**config.mk**
```make
export PLATFORM = sky130hd
export DESIGN_NAME = down_counter_timer
export DESIGN_NICKNAME = d
export VERILOG_FILES = /design/src/rtl/down_counter_timer.sv
export SDC_FILE = /design/constraint.sdc
export NUM_CORES = 1
export LEC_CHECK = 0
export ABC_AREA = 0
export CAP_MARGIN = 30
export CORE_MARGIN = 3
export CORE_UTILIZATION = 53
export CTS_CLUSTER_DIAMETER = 40
export DETAILED_ROUTE_END_ITERATION = 8
export DONT_BUFFER_PORTS = 1
export PLACE_DENSITY = 0.76
export SETUP_SLACK_MARGIN = 0.4
export SLEW_MARGIN = 10
export SYNTH_ARGS = -nofsm -noshare
export SYNTH_HDL_FRONTEND = slang
export SYNTH_SLANG_ARGS = --single-unit
```
**constraint.sdc**
```tcl
create_clock -name CLK -period 1.51 [get_ports CLK]
set_clock_uncertainty 0.15 [all_clocks]
set_input_delay 0 -clock CLK [delete_from_list [all_inputs] [get_ports CLK]]
set_output_delay 0 -clock CLK [all_outputs]
set_load 0.02 [all_outputs]
```
**src/rtl/down_counter_timer.sv**
```systemverilog
// down_counter_timer: loadable down-counter/timer with a valid/ready load,
// a one-cycle DONE pulse at terminal count, and optional auto-reload.
module down_counter_timer #(
   parameter int unsigned WIDTH = 4
) (
   input  logic             CLK,
   input  logic             RESET,
   input  logic             LOAD_VALID,
   output logic             LOAD_READY,
   input  logic [WIDTH-1:0] LOAD_VALUE,
   input  logic             EN,
   input  logic             RELOAD,
   input  logic             ABORT,
   output logic [WIDTH-1:0] O,
   output logic             BUSY,
   output logic             DONE
);

   localparam logic [1:0] ST_IDLE = 2'd0;
   localparam logic [1:0] ST_RUN  = 2'd1;
   localparam logic [1:0] ST_DONE = 2'd2;

   localparam logic [WIDTH-1:0] CNT_ONE = WIDTH'(1);

   logic [1:0]       state_q, state_d;
   logic [WIDTH-1:0] cnt_q, cnt_d;
   logic [WIDTH-1:0] rv_q, rv_d;
   logic             ready_q, ready_d;

   // Next-state and count/reload-value computation.
   always_comb begin
      state_d = state_q;
      cnt_d   = cnt_q;
      rv_d    = rv_q;
      case (state_q)
         ST_IDLE: begin
            if (LOAD_VALID && ready_q) begin
               cnt_d   = LOAD_VALUE;
               rv_d    = LOAD_VALUE;
               state_d = (LOAD_VALUE != '0) ? ST_RUN : ST_DONE;
            end
         end
         ST_RUN: begin
            if (ABORT) begin
               cnt_d   = '0;
               state_d = ST_IDLE;
            end else if (EN) begin
               // A count of 1 (or a defensive 0) terminates; never wrap below 0.
               if (cnt_q > CNT_ONE) begin
                  cnt_d = cnt_q - CNT_ONE;
               end else begin
                  cnt_d   = '0;
                  state_d = ST_DONE;
               end
            end
         end
         ST_DONE: begin
            if (ABORT) begin
               cnt_d   = '0;
               state_d = ST_IDLE;
            end else if (RELOAD) begin
               cnt_d   = rv_q;
               state_d = (rv_q != '0) ? ST_RUN : ST_DONE;
            end else begin
               cnt_d   = '0;
               state_d = ST_IDLE;
            end
         end
         default: begin
            cnt_d   = '0;
            state_d = ST_IDLE;
         end
      endcase
      // READY mirrors the upcoming state so it is valid the cycle we enter IDLE.
      ready_d = (state_d == ST_IDLE);
   end

   // State, count, reload-value and ready registers.
   always_ff @(posedge CLK or negedge RESET) begin
      if (!RESET) begin
         state_q <= ST_IDLE;
         cnt_q   <= '0;
         rv_q    <= '0;
         ready_q <= 1'b0;
      end else begin
         state_q <= state_d;
         cnt_q   <= cnt_d;
         rv_q    <= rv_d;
         ready_q <= ready_d;
      end
   end

   // Status outputs decoded straight from registered state.
   always_comb begin
      O          = cnt_q;
      LOAD_READY = ready_q;
      BUSY       = (state_q == ST_RUN) || (state_q == ST_DONE);
      DONE       = (state_q == ST_DONE);
   end

endmodule

```
Word level (Yosys, flattened, before mapping)

Index checks and enable logic that the tools add are counted.
W data, S select, Z words.

Bits in registers: 11
Bits of input ports: 10
Output and inout bits: 7
Logic and storage cells: 34

$add $sub $neg: 1
Magnitude comparators: 1
Equality and inequality tests: 4
Muxes and demuxes: 16
Reduce and logical (&&, ||, !) cells: 8

Operator list:

| kind                  | count |
|---|---|
| $mux W4               | 6 |
| $mux W2               | 8 |
| $pmux W4 S3           | 1 |
| $reduce_bool A4 Y1    | 2 |
| $pmux W2 S3           | 1 |
| $gt A4 B1 Y1 const B  | 1 |
| $logic_not A2 Y1      | 2 |
| $reduce_and A2 Y1     | 2 |
| $sub A4 B1 Y4 const B | 1 |
| $ne A3 B3 Y1 const B  | 1 |
| $eq A2 B1 Y1 const B  | 1 |
| $eq A2 B2 Y1 const B  | 1 |
| $ne A2 B2 Y1 const B  | 1 |
| $logic_and A1 B1 Y1   | 1 |
| $logic_or A1 B1 Y1    | 1 |

Longest topological paths before layout

Word-level depth: 6
Gate-level depth with buffers: 6

Worst setup path before layout

OpenSTA, ideal clock, no wires.

Path kind: register -> register
Start: register cnt_q[0], in the netlist O[0]
End: register ready_q, in the netlist LOAD_READY
Arrival: 1.496 ns
Required time: 1.240 ns
Path slack: -0.257 ns
Stages on the path, launching flop included: 7
Path buffers: 0
Period minus slack after synthesis: 1.767 ns
Path through: dfrtp_1 inv_1 ha_1 or2_1 nand3_1 a32oi_2 a41o_1

Cells in the longest elaborated chain, start to end: 6

RTL lines:

| element                  | line | text |
|---|---|---|
| start: declaration       | 26   | `logic [WIDTH-1:0] cnt_q, cnt_d;` |
| start signal: assignment | 87   | `cnt_q <= cnt_d;` |
| $gt A4 B1 Y1             | 49   | `if (cnt_q > CNT_ONE) begin` |
| $mux W2                  | 49   |  |
| $mux W2                  | 47   | `end else if (EN) begin` |
| $mux W2                  | 44   | `if (ABORT) begin` |
| $pmux W2 S3              | 35   | `case (state_q)` |
| $logic_not A2 Y1         | 75   | `ready_d = (state_d == ST_IDLE);` |
| named net ready_d        | 28   | `logic ready_q, ready_d;` |
| end signal: assignment   | 89   | `ready_q <= ready_d;` |
| end: declaration         | 28   |  |

The timed path passes the listed nets, and every way through them passes these cells.
A chain may end at the register's enable or synchronous reset.

Final worst setup path

Start: register cnt_q[0], in the netlist O[0]
End: register cnt_q[2], in the netlist O[2]

Cells in the longest elaborated chain, start to end: 5
Elaborated cells between the ends (all ways): 6
Those cells by class: add/sub: 1; order compare: 1; mux: 4

RTL lines:

| element                                              | line |
|---|---|
| $sub A4 B1 Y4 / $gt A4 B1 Y1 (equally long branches) | 50, 49 |
| $mux W4 *                                            | 49 |
| $mux W4 *                                            | 47 |
| $mux W4 *                                            | 44 |
| $pmux W4 S3 *                                        | 35 |

Every way passes the cells marked *; elsewhere a longest branch is shown, timed or not. The select of a mux whose other input is x is not followed.

==> impl_metrics.toml <==
[logic_synthesis]
synth_area_sq_um = 688
synthTopCellsByArea = "dfrtp_1, ha_1, mux2_1, a222oi_1, nand2_1"
yosysTopAreaCell = "dfrtp_1"
synth-edff-count = 0
synth_nets = 84
synth_seq_area_share = 0.400
async_flop_share = 1.00
synth_top_area_frac = 0.400
syn_area_per_cell_sq_um = 10.1
netlist_instances = 68
ys_warn_count = 0
yosys.cell_types.count = 26
synth.ff_latch_count = 11
synth_flop_cell = "dfrtp_1"

[sta]
period_share = 1.23
fin_setup_tns_ps = -1780
fmax_mhz = 539
worst_slew_pin_slew_ps = 536
maxSlewViolCount = 0
slew-limit-headroom = 0.641
setup_ws_ps = -347
rsz0062_at_grt = "yes"
timing.hold.ws_ps = -167
finalHoldViolCount = 18
setup_viol = 7
timing.final.crit_period_ps = 1860

[power]
power_frac_seq = 0.228
switching_share = 0.450
pwr-share-clk = 0.084
intPower_mw = 1.49
p_leak_nw = 0.484
p_per_area_nw_per_um2 = 2410
vdd_drop_max_v = 0.00145
combPwrFrac = 0.688
p_sw_mw = 1.22

[routing]
totalWireLength_um = 2870
ant_nets = 0
drc = 0
post_drt_wl_per_cell_um = 25.7
first_pass_iters = 6
via_per_inst = 7.08
drtIter0Drc = 113
vias = 793

[worst_setup_path]
path_max_fanout = 4
critPathTopFamily = "compound AO/OA/AOI/OAI gates"
critPathSlowestCell = "dfrtp_2"
crit_path_end_kind = "register"
path_buf_inv = 2
startpoint_type = "register"
critical_path_arrival_ps = 1850
critPathMaxStageDelay_ps = 440
critPathRequiredTime_ps = 1500
path_cells = "inv_2, ha_4, buf_4, nand2_1, mux2i_1, a222oi_1, o21ai_1"
crit_type = "register to register"

[clock_tree]
clock_path_buffers = 2
cts.sinks = 11
numCtsBuffers = 3
tritoncts = "yes"
cts.htree.levels = 1
clockRootBuffer = "clkbuf_4"
clock_latency_ps = 290
clk_pin_slew_worst_paths_ps = 90

[placed_design]
port_buffers = 0
gp_congestion = 0.863
place_ws_ps = -146
hpwl_um = 1380

[global_routing]
grt-ovfl-total = 0
antenna_found_initial = 0
grt_pass1_vias = 746
grt_max_degree = 12
grtUsageTotal = 0.291
grt_pass1_wl_um = 3730

[floorplan]
io_pins = 17
row_count = 12
core_sq_um = 1160
die_h_um = 42.0
die_w_um = 42.0
initial_utilization = 0.595
dieArea_sq_um = 1770

[status]
failed_checks = "hold timing, setup timing"
status = "complete, but fails checks"

[job]
maxCapViolCount = 0

[finish]
drive_gt1_frac = 0.551
finalNetCount = 115
diodes = 0
areaGrowthSynthToFinish_pct = 63.1

[hold_path]
hp-class = "input port to register"
==> synthesized netlist by cell type (2+ instances only) <==
cell type,number
dfrtp_1,11
nor2_1,2
a222oi_1,4
o21ai_1,4
mux2_1,5
a21oi_1,2
nand3_1,2
or2_1,2
nand2_1,8
nor3_1,2
ha_1,6
inv_1,6
==> sequential cells by signal, summed over array words and instances, names as in the netlist <==
name	count
LOAD_READY	1
rv_q	4
O	4
state_q	2
==> per-layer routing <==
| metal | up-vias | GRT usage | wire length (um) |
|---|---|---|---|
| met1 | 379 | 0.354 | 1040 |
| met5 | - | 0 | 0 |
| met4 | 0 | 0.130 | 121 |
| li1 | 314 | - | - |
| met2 | 81 | 0.469 | 1330 |
| met3 | 19 | 0.0944 | 385 |
==> metrics by stage <==
stage / utilization / cells / total power [mW] / instance area, sq um / hold slack, ps
detailed placement: 0.779 / 97 / 1.94 / 901 / -445
global placement: 0.779 / 97 / 1.90 / 901 / -445
finish: 0.971 / 112 / 2.71 / 1120 / -167
global route: 0.971 / 112 / 2.79 / 1120 / -160
CTS: 0.905 / 108 / 2.38 / 1050 / -271
floorplan: - / 68 / 1.49 / 771 / -446
==> power groups by stage <==
stage | Clock [mW] | Combinational [mW] | Sequential (mW)
6_report | 0.228 | 1.86 | 0.618
5_1_grt | 0.239 | 1.92 | 0.630
4_1_cts | 0.208 | 1.58 | 0.585
3_5_place_dp | 0 | 1.37 | 0.574
3_3_place_gp | 0 | 1.34 | 0.565
2_1_floorplan | 0 | 0.831 | 0.655
==> cells in the final DEF, fill, tap and decap left out, types with 2 or more instances in the layout <==
cell type and n:
clkbuf_4 3, buf_4 15, inv_2 3, buf_6 2
mux2_4 5, buf_12 2, inv_1 2, ha_4 4
dlygate4sd3_1 7, o21ai_1 4, nand2_1 7, dfrtp_2 3
a222oi_1 4, dfrtp_1 8, a21oi_2 2
==> final timing paths <==
| check | from | to | slack, ps | cells past startpoint |
|---|---|---|---|---|
| setup / recovery | O[0]$_DFFE_PN0P_ | O[2]$_DFFE_PN0P_ | -350 | 7 |
| hold / removal | LOAD_VALID | rv_q[0]$_DFFE_PN0P_ | -170 | 2 |
| setup reg to reg | O[0]$_DFFE_PN0P_ | O[2]$_DFFE_PN0P_ | -350 | 7 |
| hold reg to reg | rv_q[3]$_DFFE_PN0P_ | rv_q[3]$_DFFE_PN0P_ | 440 | 1 |
| max in group asynchronous | RESET | O[3]$_DFFE_PN0P_ | 840 | 1 |
| min in group asynchronous | RESET | rv_q[0]$_DFFE_PN0P_ | -30 | 1 |
==> kinds of logic (layout without fill, tap and decap cells) <==
kind of cell | Yosys count | count (layout) | share of synthesized area
adders and majority gates | 6 | 6 | 0.109
muxes | 7 | 7 | 0.113
buffers and inverters | 6 | 36 | 0.0327
DFF | 11 | 11 | 0.400
and+or+nand+nor | 21 | 21 | 0.155
AOI/OAI and AO/OA | 17 | 17 | 0.191
==> what timing repair did <==
| action | in CTS | in global routing |
|---|---|---|
| setup endpoints to repair | 14 | 15 |
| setup buffers | 3 | 1 |
| resized for setup | 11 | 8 |
| pin swaps | 8 | 3 |
| endpoints found under the hold margin | 22 | 15 |
| hold buffers | 4 | 3 |
==> area by class of cell <==
class                           count  area, sq um
Sequential cell                    11          279
Tap cell                           14         17.5
Multi-Input combinational cell     51          529
Fill cell                          20         33.8
Clock buffer                        4         26.3
Timing Repair Buffer               26          245
Inverter                            6         25.0
==> worst reg2reg max path: stages (launching register included) <==
cell and delay [ps]:
dfrtp_2 440, inv_2 70, ha_4 170, buf_4 140, nand2_1 80, mux2i_1 100
a222oi_1 400, o21ai_1 160
Note: power is estimated with default switching activity, not from simulation.
